$ cat config.mk
export PLATFORM = sky130hd
export DESIGN_NAME = fetch_stage
export DESIGN_NICKNAME = d
export VERILOG_FILES = /design/src/rtl/fetch_stage_pkg.sv /design/src/rtl/fetch_stage_if_id_reg.sv /design/src/rtl/fetch_stage.sv
export SDC_FILE = /design/constraint.sdc
export NUM_CORES = 1
export LEC_CHECK = 0
export CORE_MARGIN = 2
export CORE_UTILIZATION = 30
export CTS_CLUSTER_DIAMETER = 50
export DETAILED_ROUTE_END_ITERATION = 10
export DONT_BUFFER_PORTS = 1
export PLACE_DENSITY_LB_ADDON = 0.15
export SYNTH_ARGS = -nofsm -noshare
export SYNTH_HDL_FRONTEND = slang
export SYNTH_HIERARCHICAL = 1
export SYNTH_SLANG_ARGS = --single-unit
export TNS_END_PERCENT = 30
$ cat constraint.sdc
create_clock -name clk -period 2.65 [get_ports clk]
set_clock_uncertainty 0.05 [all_clocks]
set_input_delay 0.1325 -clock clk [delete_from_list [all_inputs] [get_ports clk]]
set_output_delay 0.1325 -clock clk [all_outputs]
set_load 0.05 [all_outputs]
$ cat src/rtl/fetch_stage_pkg.sv
// fetch_stage_pkg: shared fetch constants, RV32I opcodes, FSM encoding and IF/ID payload type
package fetch_stage_pkg;
  localparam logic [31:0] DEF_NOP_INSTR = 32'h0000_0013;
  localparam logic [31:0] DEF_RESET_PC = 32'h0000_0000;
  localparam logic [6:0] OP_LOAD = 7'b0000011;
  localparam logic [6:0] OP_STORE = 7'b0100011;
  localparam logic [6:0] OP_RTYPE = 7'b0110011;
  localparam logic [6:0] OP_ITYPE = 7'b0010011;
  localparam logic [6:0] OP_BRANCH = 7'b1100011;
  localparam logic [6:0] OP_JAL = 7'b1101111;
  localparam logic [6:0] OP_JALR = 7'b1100111;
  localparam logic [6:0] OP_LUI = 7'b0110111;
  localparam logic [6:0] OP_AUIPC = 7'b0010111;
  typedef enum logic [1:0] {BOOT, FETCH, BUF} fstate_t;
  typedef struct packed {
    logic [31:0] instr;
    logic [31:0] pc;
    logic [31:0] pc4;
    logic        valid;
  } ifid_t;
  function automatic ifid_t bubble(input logic [31:0] nop);
    return ifid_t'{nop, 32'h0, 32'h0, 1'b0};
  endfunction
endpackage

$ cat src/rtl/fetch_stage_if_id_reg.sv
// if_id_reg: IF/ID pipeline register with hold enable and synchronous clear to bubble
module if_id_reg
  import fetch_stage_pkg::*;
#(
  parameter logic [31:0] NOP = DEF_NOP_INSTR
) (
  input  logic  clk,
  input  logic  en,
  input  logic  clr,
  input  ifid_t d,
  output ifid_t q
);
  always_ff @(posedge clk)
    if (clr) q <= bubble(NOP);
    else if (en) q <= d;
endmodule

$ cat src/rtl/fetch_stage.sv
// fetch_stage: PC register, imem handshake FSM with one-word skid buffer, feeding the IF/ID register
module fetch_stage
  import fetch_stage_pkg::*;
#(
  parameter logic [31:0] RESET_PC = DEF_RESET_PC,
  parameter logic [31:0] NOP_INSTR = DEF_NOP_INSTR
) (
  input  logic        clk,
  input  logic        rst,
  input  logic        stallD,
  input  logic        flushD,
  input  logic        PCSrcE,
  input  logic [31:0] PCTargetE,
  output logic        imem_req,
  output logic [31:0] imem_addr,
  input  logic        imem_ready,
  input  logic [31:0] imem_rdata,
  output logic [31:0] instrD,
  output logic [31:0] PCD,
  output logic [31:0] PCPlus4D,
  output logic        validD
);
  fstate_t state;
  logic [31:0] pcf, skid, skid_pc;
  logic redirect, take, clr, en, unused_tgt;
  ifid_t d, q;
  assign redirect = PCSrcE && state != BOOT;
  assign take = state == FETCH && imem_ready;
  assign imem_req = state == FETCH && !rst;
  assign imem_addr = pcf;
  assign unused_tgt = ^PCTargetE[1:0];
  // a cycle with no returned word still advances decode unless it is stalled
  assign clr = rst || redirect || flushD || (state == FETCH && !imem_ready && !stallD);
  assign en = !stallD && (take || state == BUF);
  assign d = state == BUF ? ifid_t'{skid, skid_pc, skid_pc + 32'd4, 1'b1}
                          : ifid_t'{imem_rdata, pcf, pcf + 32'd4, 1'b1};
  always_ff @(posedge clk)
    if (rst) begin
      state <= BOOT;
      pcf <= RESET_PC;
      skid <= '0;
      skid_pc <= '0;
    end else if (redirect) begin
      state <= FETCH;
      pcf <= {PCTargetE[31:2], 2'b00};
      skid <= '0;
      skid_pc <= '0;
    end else if (state == BOOT) begin
      state <= FETCH;
    end else if (state == BUF) begin
      if (!stallD) begin
        state <= FETCH;
        pcf <= skid_pc + 32'd4;
      end
    end else if (take) begin
      if (stallD) begin
        state <= BUF;
        skid <= imem_rdata;
        skid_pc <= pcf;
      end else begin
        pcf <= pcf + 32'd4;
      end
    end
  if_id_reg #(.NOP(NOP_INSTR)) u_if_id (.clk(clk), .en(en), .clr(clr), .d(d), .q(q));
  assign instrD = q.instr;
  assign PCD = q.pc;
  assign PCPlus4D = q.pc4;
  assign validD = q.valid;
endmodule

After elaboration in Yosys (flattened, before gate mapping)

Cells that the tools add are included.

Register bits: 195

Add/subtract/negate cells: 2
Equal/unequal tests: 8
Multiplexer cells: 13
Bitwise logic cells: 2
Reduce and logical (&&, ||, !) cells: 27

Operators by type and width:

| cell                                                  | count |
|---|---|
| 2-to-1 mux 32 bit                                     | 6 |
| 2-to-1 mux 97 bit                                     | 1 |
| adder 32 x 3 -> 32 bit, second input constant         | 2 |
| AND reduction 4 bit                                   | 3 |
| 2-to-1 mux 2 bit                                      | 4 |
| nonzero test 4 bit                                    | 2 |
| logical AND 1 bit                                     | 6 |
| inequality test 2 bit, second input constant          | 3 |
| inequality test 3 bit, second input constant          | 2 |
| AND reduction 3 bit                                   | 2 |
| nonzero test 2 bit                                    | 3 |
| logical OR 1 bit                                      | 4 |
| inequality test 4 x 3 -> 1 bit, second input constant | 1 |
| zero test 1 bit                                       | 3 |
| nonzero test 3 bit                                    | 1 |
| OR reduction 3 bit                                    | 1 |
| == test 2 x 1 -> 1 bit, second input constant         | 1 |
| == test 2 bit, second input constant                  | 1 |
| zero test 2 bit                                       | 1 |
| 2-to-1 mux 1 bit                                      | 2 |
| inverter 1 bit                                        | 2 |
| OR reduction 2 bit                                    | 1 |

Depth between registers and ports, before layout

Gate-level depths: netlist (run 1).

Depth after elaboration: 6
Gate-level depth with buffers: 10
Mapped depth without buffers: 9

By module

The synthesis (run 1) kept the hierarchy.

By module, submodules not included:

| module      | instances | cells an instance | area an instance (um2) | sequential area each (um2) |
|---|---|---|---|---|
| fetch_stage | 1         | 906               | 6238.5                 | 1961.9 |
| if_id_reg   | 1         | 313               | 3455.8                 | 1941.9 |

Least setup slack after synthesis (run 1)

Ideal clock, no wire load.

Kind: reg-to-reg
From: register pcf[11], in the netlist imem_addr[11]
To: register pcf[15], in the netlist imem_addr[15]
Library setup time: 0.131 ns
Arrival time: 2.251 ns
Required time: 2.469 ns
Path slack: 0.218 ns
Cell stages (with the launch flop): 8
Buffers on the path: 1
Clock period less this slack: 2.432 ns
Cells stage by stage: dfxtp_1 -> buf_2 -> nand2_2 -> or4_4 -> xor2_1 -> mux2i_4 -> a221oi_1 -> nor3_2

Cells in the longest elaborated chain, start to end: 6

Ends and longest elaborated chain:

| what                   | line              | text |
|---|---|---|
| from (decl)            | fetch_stage.sv:24 | `logic [31:0] pcf, skid, skid_pc;` |
| from (signal assigned) | fetch_stage.sv:45 | `pcf <= {PCTargetE[31:2], 2'b00};` |
| from (signal assigned) | fetch_stage.sv:53 | `pcf <= skid_pc + 32'd4;` |
| from (signal assigned) | fetch_stage.sv:61 | `pcf <= pcf + 32'd4;` |
| adder 32 x 3 -> 32 bit | fetch_stage.sv:61 |  |
| 2-to-1 mux 32 bit      | fetch_stage.sv:56 | `if (stallD) begin` |
| 2-to-1 mux 32 bit      | fetch_stage.sv:55 | `end else if (take) begin` |
| 2-to-1 mux 32 bit      | fetch_stage.sv:50 | `end else if (state == BUF) begin` |
| 2-to-1 mux 32 bit      | fetch_stage.sv:48 | `end else if (state == BOOT) begin` |
| 2-to-1 mux 32 bit      | fetch_stage.sv:43 | `end else if (redirect) begin` |

Every way passes these cells. The select of a mux whose other input is x is not followed.
A chain may end at the register's enable or synchronous reset.

Worst setup path in the final report (run 1)

From: register pcf[6], in the netlist imem_addr[6]
To: register pcf[8], in the netlist imem_addr[8]

Same word-level chain as after synthesis.

==> metrics.txt, run 1 <==
floorplan die width 184 um; largest area contributor in the synthesized netlist dfxtp_1; Die Outline Area 33800 um^2; clock net sink count 195; instance area after placement 10400 um^2; number of CTS-inserted buffers 17; Synth Instances 1219; maximum number of pins on one net before global-route repair 105; Fin Setup TNS 0 ns; arrival time at the worst endpoint 2.71 ns; # DRC 0; GR Overflow Total 0; ratio of cells with drive above 1 in the final layout 10.9%; maximum buffer depth of the clock tree 2; Hold/Removal Path Class input port to register; power per standard cell area 580 nW/um^2; number of H-tree levels 4; Antenna Nets Post-Route 0; most instantiated cells after synthesis 344 x nand2_1, 195 x dfxtp_1, 128 x nor2_1, 111 x mux2i_1, 83 x a21oi_1; clock latency at the later pin of the worst-skew pair 0.45 ns; transition at the pin with the smallest max-transition slack 1.20 ns; final period utilization 93.7%; Overall Global Routing Usage 19.1%; Iter 0 DRT Violations 537; Final setup violation count 0; most frequent cell after synthesis nand2_1; critical path data required time 2.87 ns; result of the run completed; category of the worst setup path capture point register; Row Count 65; unrepaired setup endpoints after global routing false; quantity of I/O buffers inserted on ports 0; CTS tree yes; Post-CTS Setup Inserts 0; area share of the largest cell type after synthesis 40.3%; post-route cell area 11700 um^2; Hold Fails Final Rpt 0; Post-synth EDFFs 0; HPWL after detailed placement 21500 um; number of synthesized register bits 195; Async S/R FF share, synth 0%; top-level I/O count 200; Max IR drop VDD 0.459 mV; mean instance size in the synthesized netlist 7.95 um^2; via count of the first global-routing pass 8270; prevailing post-synth register cell dfxtp_1; placer's final routability congestion estimate 0.818; launching element type of the critical path register; clock edge transition at the registers on the reported setup and hold paths 0.08 ns; total routed wirelength 32300 um; vias after detailed routing 8550; distinct cell type count of the synthesized netlist 70; Period minus WS final 2.48 ns; wire length of the first global-routing pass 49500 um; Netlist Area Pre-Place 9690 um^2; static leakage power 4.33 nW; net count of the mapped netlist 1293; Yosys warning total 6; max_cap viols 0; share of the yosys chip area belonging to registers 40.3%; Max transition margin 19.7%; vertical die dimension 184 um; Area growth syn-to-layout 20.5%; dominant cells by area after synthesis dfxtp_1 40%, nand2_1 13%, mux2i_1 11%, nor2_1 5.0%, a21oi_1 4.3%; biggest fanout along the worst timing path 8; starting density of the core 30.6%; layout net count 1363; max-slew violation count 0; core region area 31700 um^2; root buffer cell clkbuf_16; initial antenna violation count 1; DR vias/cell 5.01; number of search-and-repair iterations in the first detailed-routing pass 7; Crit Path Category register to register; detail-routed net length per standard cell 18.9 um; upper clock frequency limit 403 MHz
-- path summary, 6_finish.rpt --
kind | from | depth (start not counted) | slack, ns | end
min reg2reg | skid_pc[30] | 2 | 0.40 | skid_pc[30]
max | imem_addr[6] | 8 | 0.17 | imem_addr[8]
min | PCSrcE | 4 | 0.07 | imem_addr[3]
max reg2reg | imem_addr[6] | 8 | 0.17 | imem_addr[8]
-- logic make-up (layout without fill, tap and decap cells) --
logic type,after synthesis,after routing,synth area share (%)
flops,195,195,40.3
buf+inv,103,186,5.33
simple gates,597,597,26.8
fa+ha+maj,4,4,0.516
other cells,1,3,0.0387
compound gates,156,156,10.4
xor+xnor,49,49,4.58
mux,114,114,12.0
-- timing repair --
item,4_1_cts,5_1_grt
gates resized for setup,0,0
endpoints found under the hold margin,96,0
setup endpoints to repair,0,0
hold buffers,70,0
-- worst max-delay path: stages, from the launching register on --
cell and delay [ns]:
dfxtp_1 0.36, nand4_2 0.26, buf_4 0.26, o21a_1 0.16, nor3_1 0.20, a21oi_1 0.12, a221oi_1 0.26, dlygate4sd3_1 0.59
a211oi_1 0.05
-- stage by stage --
step | instances | hold slack, ns | total power [mW] | setup slack (ns) | utilization, %
floorplan | 1219 | 0.197 | 3.79 | 0.218 | -
global placement | 1602 | 0.157 | 4.02 | 0.401 | 32.7
detailed placement | 1602 | 0.158 | 4.03 | 0.388 | 32.7
CTS | 1704 | 0.0382 | 6.87 | 0.173 | 36.8
global route | 1705 | 0.0788 | 7.06 | 0.0119 | 36.8
finish | 1706 | 0.0684 | 6.77 | 0.167 | 36.8
-- power breakdown --
part           total (mW)  switching, mW  internal, mW
clock                2.70           1.20          1.50
sequential           3.10          0.103          3.00
combinational       0.970          0.626         0.344
total                6.77           1.93          4.84
-- state kept, by name, summed over array words and instances, names as in the netlist --
| register | cells |
|---|---|
| skid | 32 |
| state | 2 |
| imem_addr | 32 |
| skid_pc | 32 |
| u_if_id/q | 97 |
-- area by class of cell --
class | count | area [um^2]
clock inverter | 11 | 125
tap | 402 | 503
antenna | 2 | 5.00
inverter | 12 | 45.0
fill | 3380 | 20000
sequential | 195 | 3900
clock buffer | 21 | 480
timing repair buffer | 142 | 1300
multi-input combinational | 921 | 5310
-- routing by layer --
| layer | track usage (%) | share of wire [%] |
|---|---|---|
| met5 | 0 | 0 |
| met2 | 30.5 | 45 |
| met3 | 5.01 | 7.6 |
| met4 | 4.99 | 1.2 |
| met1 | 25.7 | 46 |
-- cells in the final DEF, fill, tap and decap left out, types with 4 or more instances in the layout --
cell and n:
nand2_1 343, dfxtp_1 195, nor2_1 126, mux2i_1 111, a21oi_1 83, dlygate4sd3_1 69, buf_4 68, nor3_1 28
xnor2_1 28, nand3_1 26, xor2_1 19, nand4_1 17, clkbuf_16 17, a221oi_1 13, o21ai_0 11, inv_1 11
and3_1 8, o21a_1 7, nor4_1 7, a211o_1 6, and4_1 6, o221ai_1 5, buf_12 5, nand2b_1 4
ha_1 4, clkinv_2 4, clkbuf_8 4
(Power assumes the default switching activity.)
==> run 2, diff against run 1 <==
Settings changed: CAP_MARGIN set to 10, CORE_ASPECT_RATIO set to 1.5, PLACE_DENSITY set to 0.53, PLACE_DENSITY_LB_ADDON 0.15 to not set.
==> run 2 against run 1 <==
Hold slack got worse by 0.024 ns. Combinational power fell by 0.5%. Design area rose by 0.56%. Global-route usage fell by 0.32 points. Routed wire length fell by 0.86%. Critical path depth did not move. Via count barely moved. Core utilization rose by 0.074 points. First-iteration DRC count fell by 3.2%. Worst setup slack got worse by 0.15 ns. Largest cell class unchanged. Largest power group unchanged. Highest routed layer unchanged.
==> metrics.txt, run 2 (synthesis results as in run 1) <==
result of the run completed; final design utilization 36.9% (+0.074 points); top cell family by delay on the critical path simple AND/OR/NAND/NOR gates; Area growth syn-to-layout 21.1%; count of buffer and inverter cells on the critical path 2 (unchanged); Row Count 80 (+23%); top-level I/O count 200 (unchanged); arrival time at the worst endpoint 2.98 ns (+0.27 ns); length in cells of the worst reg-to-reg path 8 (unchanged); via count of the first global-routing pass 8272 (+0.024%); worst hold path startpoint rst; initial antenna violation count 2 (+1); placer's final routability congestion estimate 0.901 (+10%); start point of the critical path imem_addr[2]; Final setup violation count 0 (unchanged); Iter 0 DRT Violations 520 (-3.2%); total routed wirelength 32000 um (-0.86%); vias after detailed routing 8558 (+0.094%); Max transition margin 15.8% (-3.9 points); quantity of I/O buffers inserted on ports 0 (unchanged); root buffer cell clkbuf_16; floorplan die width 151 um (-18%); final period utilization 99.3% (+5.6 points); hold path depth 3 (-1); maximum cell stage delay along the critical path 0.57 ns (-0.02 ns); detail-routed net length per standard cell 18.7 um (-1.2%); DR vias/cell 5.00 (-0.20%); layout net count 1360 (-0.22%); clock edge transition at the registers on the reported setup and hold paths 0.08 ns (about the same); maximum number of pins on one net before global-route repair 79 (-25%); most frequent cells in the layout 343 x nand2_1, 193 x dfxtp_1, 125 x nor2_1, 111 x mux2i_1, 83 x a21oi_1; power per standard cell area 593 nW/um^2 (+2.2%); upper clock frequency limit 380 MHz (-5.7%); Period minus WS final 2.63 ns (+0.149 ns); number of H-tree levels 4 (unchanged); number of flip-flops in the largest register 97 (unchanged); transition at the pin with the smallest max-transition slack 1.26 ns (+0.0587 ns); number of CTS-inserted buffers 17 (unchanged); end of the worst register-to-register path imem_addr[24]; Overall Global Routing Usage 18.8% (-0.32 points); Crit Path Category register to register; static leakage power 4.32 nW (-0.15%); max-slew violation count 0 (unchanged); ratio of cells with drive above 1 in the final layout 10.5% (-0.44 points); most common cell after layout, fill and taps aside nand2_1; hold worst-path end imem_addr[21]; HPWL after detailed placement 22300 um (+3.3%); reg-to-reg setup timing slack 0.02 ns (-0.15 ns); Die Outline Area 33800 um^2 (about the same); number of search-and-repair iterations in the first detailed-routing pass 7 (unchanged); maximum buffer depth of the clock tree 2 (unchanged); wire length of the first global-routing pass 48300 um (-2.4%); highest-delay cell along the critical path dlygate4sd3_1; Hold/Removal Path Class input port to register; # DRC 0 (unchanged); Crit Reg-Reg Startpoint imem_addr[2]; GR Overflow Total 0 (unchanged); Hold Fails Final Rpt 0 (unchanged); biggest fanout along the worst timing path 6 (-2); clock latency at the later pin of the worst-skew pair 0.46 ns (about the same); Max IR drop VDD 0.365 mV (-20%); Fin Hold WS 0.0446 ns (-0.0238 ns); critical path data required time 3.00 ns (+0.13 ns); CTS tree yes; clock net sink count 195 (unchanged); launching element type of the critical path register; Antenna Nets Post-Route 0 (unchanged); largest reg by FF count u_if_id/q; max_cap viols 0 (unchanged); category of the worst setup path capture point register; unrepaired setup endpoints after global routing true; worst-path cell chain ha_1 > inv_1 > nor3_1 > nand4_1 > nand3_1 > o211ai_1 > a221oi_2 > dlygate4sd3_1; starting density of the core 30.5% (-0.11 points); vertical die dimension 224 um (+22%); core region area 31800 um^2 (+0.36%); post-layout power 6.96 mW (+2.8%)
[run 2: repair_timing]
action / in CTS / in global routing
endpoints found under the setup margin: 0 / 5
gates resized for setup: 0 / 4
hold endpoints to repair: 96 / 0
buffers inserted: 0 / 0
hold buffers: 73 / 0
[run 2: area by class of cell]
class,count,area [um^2]
fill,3286,20100
multi-input combinational,921,5320
sequential,195,3910
timing repair buffer,139,1310
tap,410,513
clock buffer,20,437
clock inverter,12,204
inverter,12,45.0
antenna,2,5.00
[run 2: power by group]
part           switching [mW]  internal, mW  leakage (nW)  total, mW
combinational           0.616         0.348          2.44      0.965
sequential              0.108          3.00          1.58       3.11
clock                    1.21          1.68         0.301       2.89
[run 2: layer usage]
layer / GRT usage [%] / vias to the layer above / wire, um
met1: 20.8 / 4015 / 12500
met5: 0 / - / 0
met3: 4.64 / 45 / 2250
met2: 34.0 / 265 / 16500
li1: - / 4233 / -
met4: 7.48 / 0 / 772
[run 2: metrics by stage]
step                      worst slack, ns  instances  instance area, um^2  TNS [ns]
final                              0.0183       1711                11700         0
after global routing              -0.0733       1710                11700    -0.122
after CTS                          0.0241       1709                11700         0
after detailed placement            0.393       1604                10300         0
after global placement              0.447       1604                10300         0
after floorplan                     0.218       1219                 9690         0
[run 2: how the worst max path moves through the flow]
| stage | endpoint | depth (start not counted) |
|---|---|---|
| CTS | imem_addr[17] | 7 |
| detailed placement | u_if_id/q[21] | 8 |
| global route | imem_addr[24] | 8 |
| finish | imem_addr[24] | 8 |
| global placement | u_if_id/q[24] | 9 |
| floorplan | imem_addr[15] | 7 |
[run 2: tightest hold or removal path, delay by kind of cell]
family	cells	cell delay [ns]
AO/OA/AOI/OAI	2	0.34
AND/OR/NAND/NOR	1	0.04
==> run 3, diff against run 2 <==
Settings changed: CORE_MARGIN 2 to 3.
==> run 3 against run 2 <==
Critical endpoint is now imem_addr[12]. Total power about the same. Largest power group unchanged. Fmax is 3.1% higher. Cell count down 0.53%. Flip-flop and latch count stayed put. Clock-buffer cell count fell by 2. Largest cell class unchanged. Sequential share of layout area rose by 0.16 points. Combinational power down 0.5%. Worst setup slack gained 0.079 ns. Die area up 2.2%. First-iteration DRC count is 25% higher. Design area decreased by 0.44%.
==> metrics.txt, run 3 (synthesis results as in run 1) <==
result of the run completed; final setup slack of the worst path 0.0970 ns (+0.0787 ns); maximum buffer depth of the clock tree 2 (unchanged); Fin Hold WS 0.0351 ns (-0.00951 ns); ratio of cells with drive above 1 in the final layout 10.7% (+0.21 points); quantity of I/O buffers inserted on ports 0 (unchanged); Max IR drop VDD 0.478 mV (+31%); static leakage power 4.31 nW (-0.26%); clock edge transition at the registers on the reported setup and hold paths 0.07 ns (about the same); hold worst-path end imem_addr[2]; Iter 0 DRT Violations 649 (+25%); wire length of the first global-routing pass 49300 um (+2.2%); number of flip-flops in the largest register 97 (unchanged); fraction of power consumed by combinational cells 13.8% (about the same); core region area 31800 um^2 (unchanged); Hold/Removal Path Class input port to register; biggest fanout along the worst timing path 8 (+2); maximum number of pins on one net before global-route repair 67 (-15%); GR Overflow Total 0 (unchanged); Period minus WS final 2.55 ns (-0.0787 ns); Crit Reg-Reg Startpoint skid_pc[2]; unrepaired setup endpoints after global routing false; clock latency at the later pin of the worst-skew pair 0.46 ns (about the same); number of search-and-repair iterations in the first detailed-routing pass 5 (-2); NetSw 1.93 mW (-0.22%); final design utilization 36.7% (-0.16 points); via count of the first global-routing pass 8190 (-0.99%); part of the total power dissipated in sequential elements 44.6% (about the same); number of H-tree levels 4 (unchanged); area occupied by registers 3910 um^2 (about the same); reg-to-reg setup timing slack 0.1 ns (+0.08 ns); end of the worst register-to-register path imem_addr[12]; total area of multi-input combinational cells 5330 um^2 (+0.19%); final period utilization 96.3% (-3.0 points); initial antenna violation count 0 (-2); power per standard cell area 596 nW/um^2 (+0.52%); length in cells of the worst reg-to-reg path 8 (unchanged); CTS tree yes; worst hold path startpoint PCTargetE[2]; vertical die dimension 226 um (+0.89%); arrival time at the worst endpoint 2.85 ns (-0.13 ns); placer's final routability congestion estimate 0.918 (+1.9%); Overall Global Routing Usage 18.4% (-0.43 points); switching portion of total power 27.7% (-0.084 points); Row Count 80 (unchanged); vias after detailed routing 8621 (+0.74%); root buffer cell clkbuf_16; diode count 0 (-2); Placement Setup Slack 0.312 ns (-0.0815 ns); Final setup violation count 0 (unchanged); layout net count 1355 (-0.37%); non-filler instance count after layout 1702 (-0.53%); Post-CTS Setup Inserts 0 (unchanged); max-slew violation count 0 (unchanged); post-placement cell count 1602 (-0.12%); post-route cell area 11700 um^2 (-0.44%); Hold Fails Final Rpt 0 (unchanged); top-level I/O count 200 (unchanged); starting density of the core 30.5% (unchanged); upper clock frequency limit 392 MHz (+3.1%); Filler Cell Count 3295 (+0.27%); DR vias/cell 5.07 (+1.3%); max_cap viols 0 (unchanged); number of CTS-inserted buffers 17 (unchanged); Internal Pwr Total 5.04 mW (+0.20%); category of the worst setup path capture point register; post-layout power 6.97 mW (about the same); launching element type of the critical path register; part of the power in the clock network 41.6% (about the same); floorplan die width 153 um (+1.3%); Area growth syn-to-layout 20.6%; Fin Setup TNS 0 ns (unchanged); clock net sink count 195 (unchanged); critical path data required time 2.95 ns (-0.05 ns); # DRC 0 (unchanged); Max transition margin 42.8% (+27 points); largest reg by FF count u_if_id/q; total routed wirelength 32300 um (+0.94%); instance area after placement 10300 um^2 (-0.39%); most frequent cells in the layout 343 x nand2_1, 192 x dfxtp_1, 126 x nor2_1, 111 x mux2i_1, 83 x a21oi_1; Die Outline Area 34600 um^2 (+2.2%); hold path depth 4 (+1); most common cell after layout, fill and taps aside nand2_1; detail-routed net length per standard cell 19.0 um (+1.5%); transition at the pin with the smallest max-transition slack 0.858 ns (-0.401 ns); Crit Path Category register to register; Antenna Nets Post-Route 0 (unchanged); HPWL after detailed placement 22600 um (+1.7%)
## run 3: power groups by stage
stage          sequential [mW]  combinational (mW)  clock [mW]
6_report                  3.11               0.960        2.90
5_1_grt                   3.12                1.04        3.08
4_1_cts                   3.11               0.968        3.00
3_5_place_dp              3.18               0.849           0
3_3_place_gp              3.17               0.840           0
2_1_floorplan             3.31               0.484           0
## run 3: critical path, cell delays in order (launching register included)
cell and delay (ns):
dfxtp_2 0.41, ha_1 0.21, nand4_1 0.27, nor3_1 0.27, xnor2_1 0.16, mux2i_1 0.14, a221oi_1 0.28, dlygate4sd3_1 0.62
nor3_2 0.04
## run 3: worst max path at each step
stage	cells past startpoint	startpoint	endpoint
4_1_cts	8	skid_pc[2]	imem_addr[12]
3_3_place_gp	7	skid_pc[12]	u_if_id/q[22]
2_1_floorplan	7	imem_addr[11]	imem_addr[15]
5_1_grt	8	imem_addr[2]	imem_addr[12]
3_5_place_dp	7	skid_pc[12]	u_if_id/q[22]
6_report	8	skid_pc[2]	imem_addr[12]
## run 3: final cells by class
class                      instances  area share [%]
clock buffer                      18            3.76
clock inverter                    12            1.74
inverter                          12           0.385
multi-input combinational        921            45.6
sequential                       195            33.4
tap                              410            4.39
timing repair buffer             134            10.7
## run 3: routing by layer
| layer | global-route usage [%] | wire length, um | up-vias |
|---|---|---|---|
| met5 | 0 | 0 | - |
| met4 | 7.25 | 843 | 0 |
| met3 | 4.22 | 2160 | 40 |
| met2 | 32.5 | 16500 | 283 |
| met1 | 21.6 | 12800 | 4079 |
| li1 | - | - | 4219 |
## run 3: timing repair
item                       CTS  global route
setup endpoints to repair    0             3
hold buffers                70             0
hold endpoints to repair    96             0
gates resized for setup      0             6
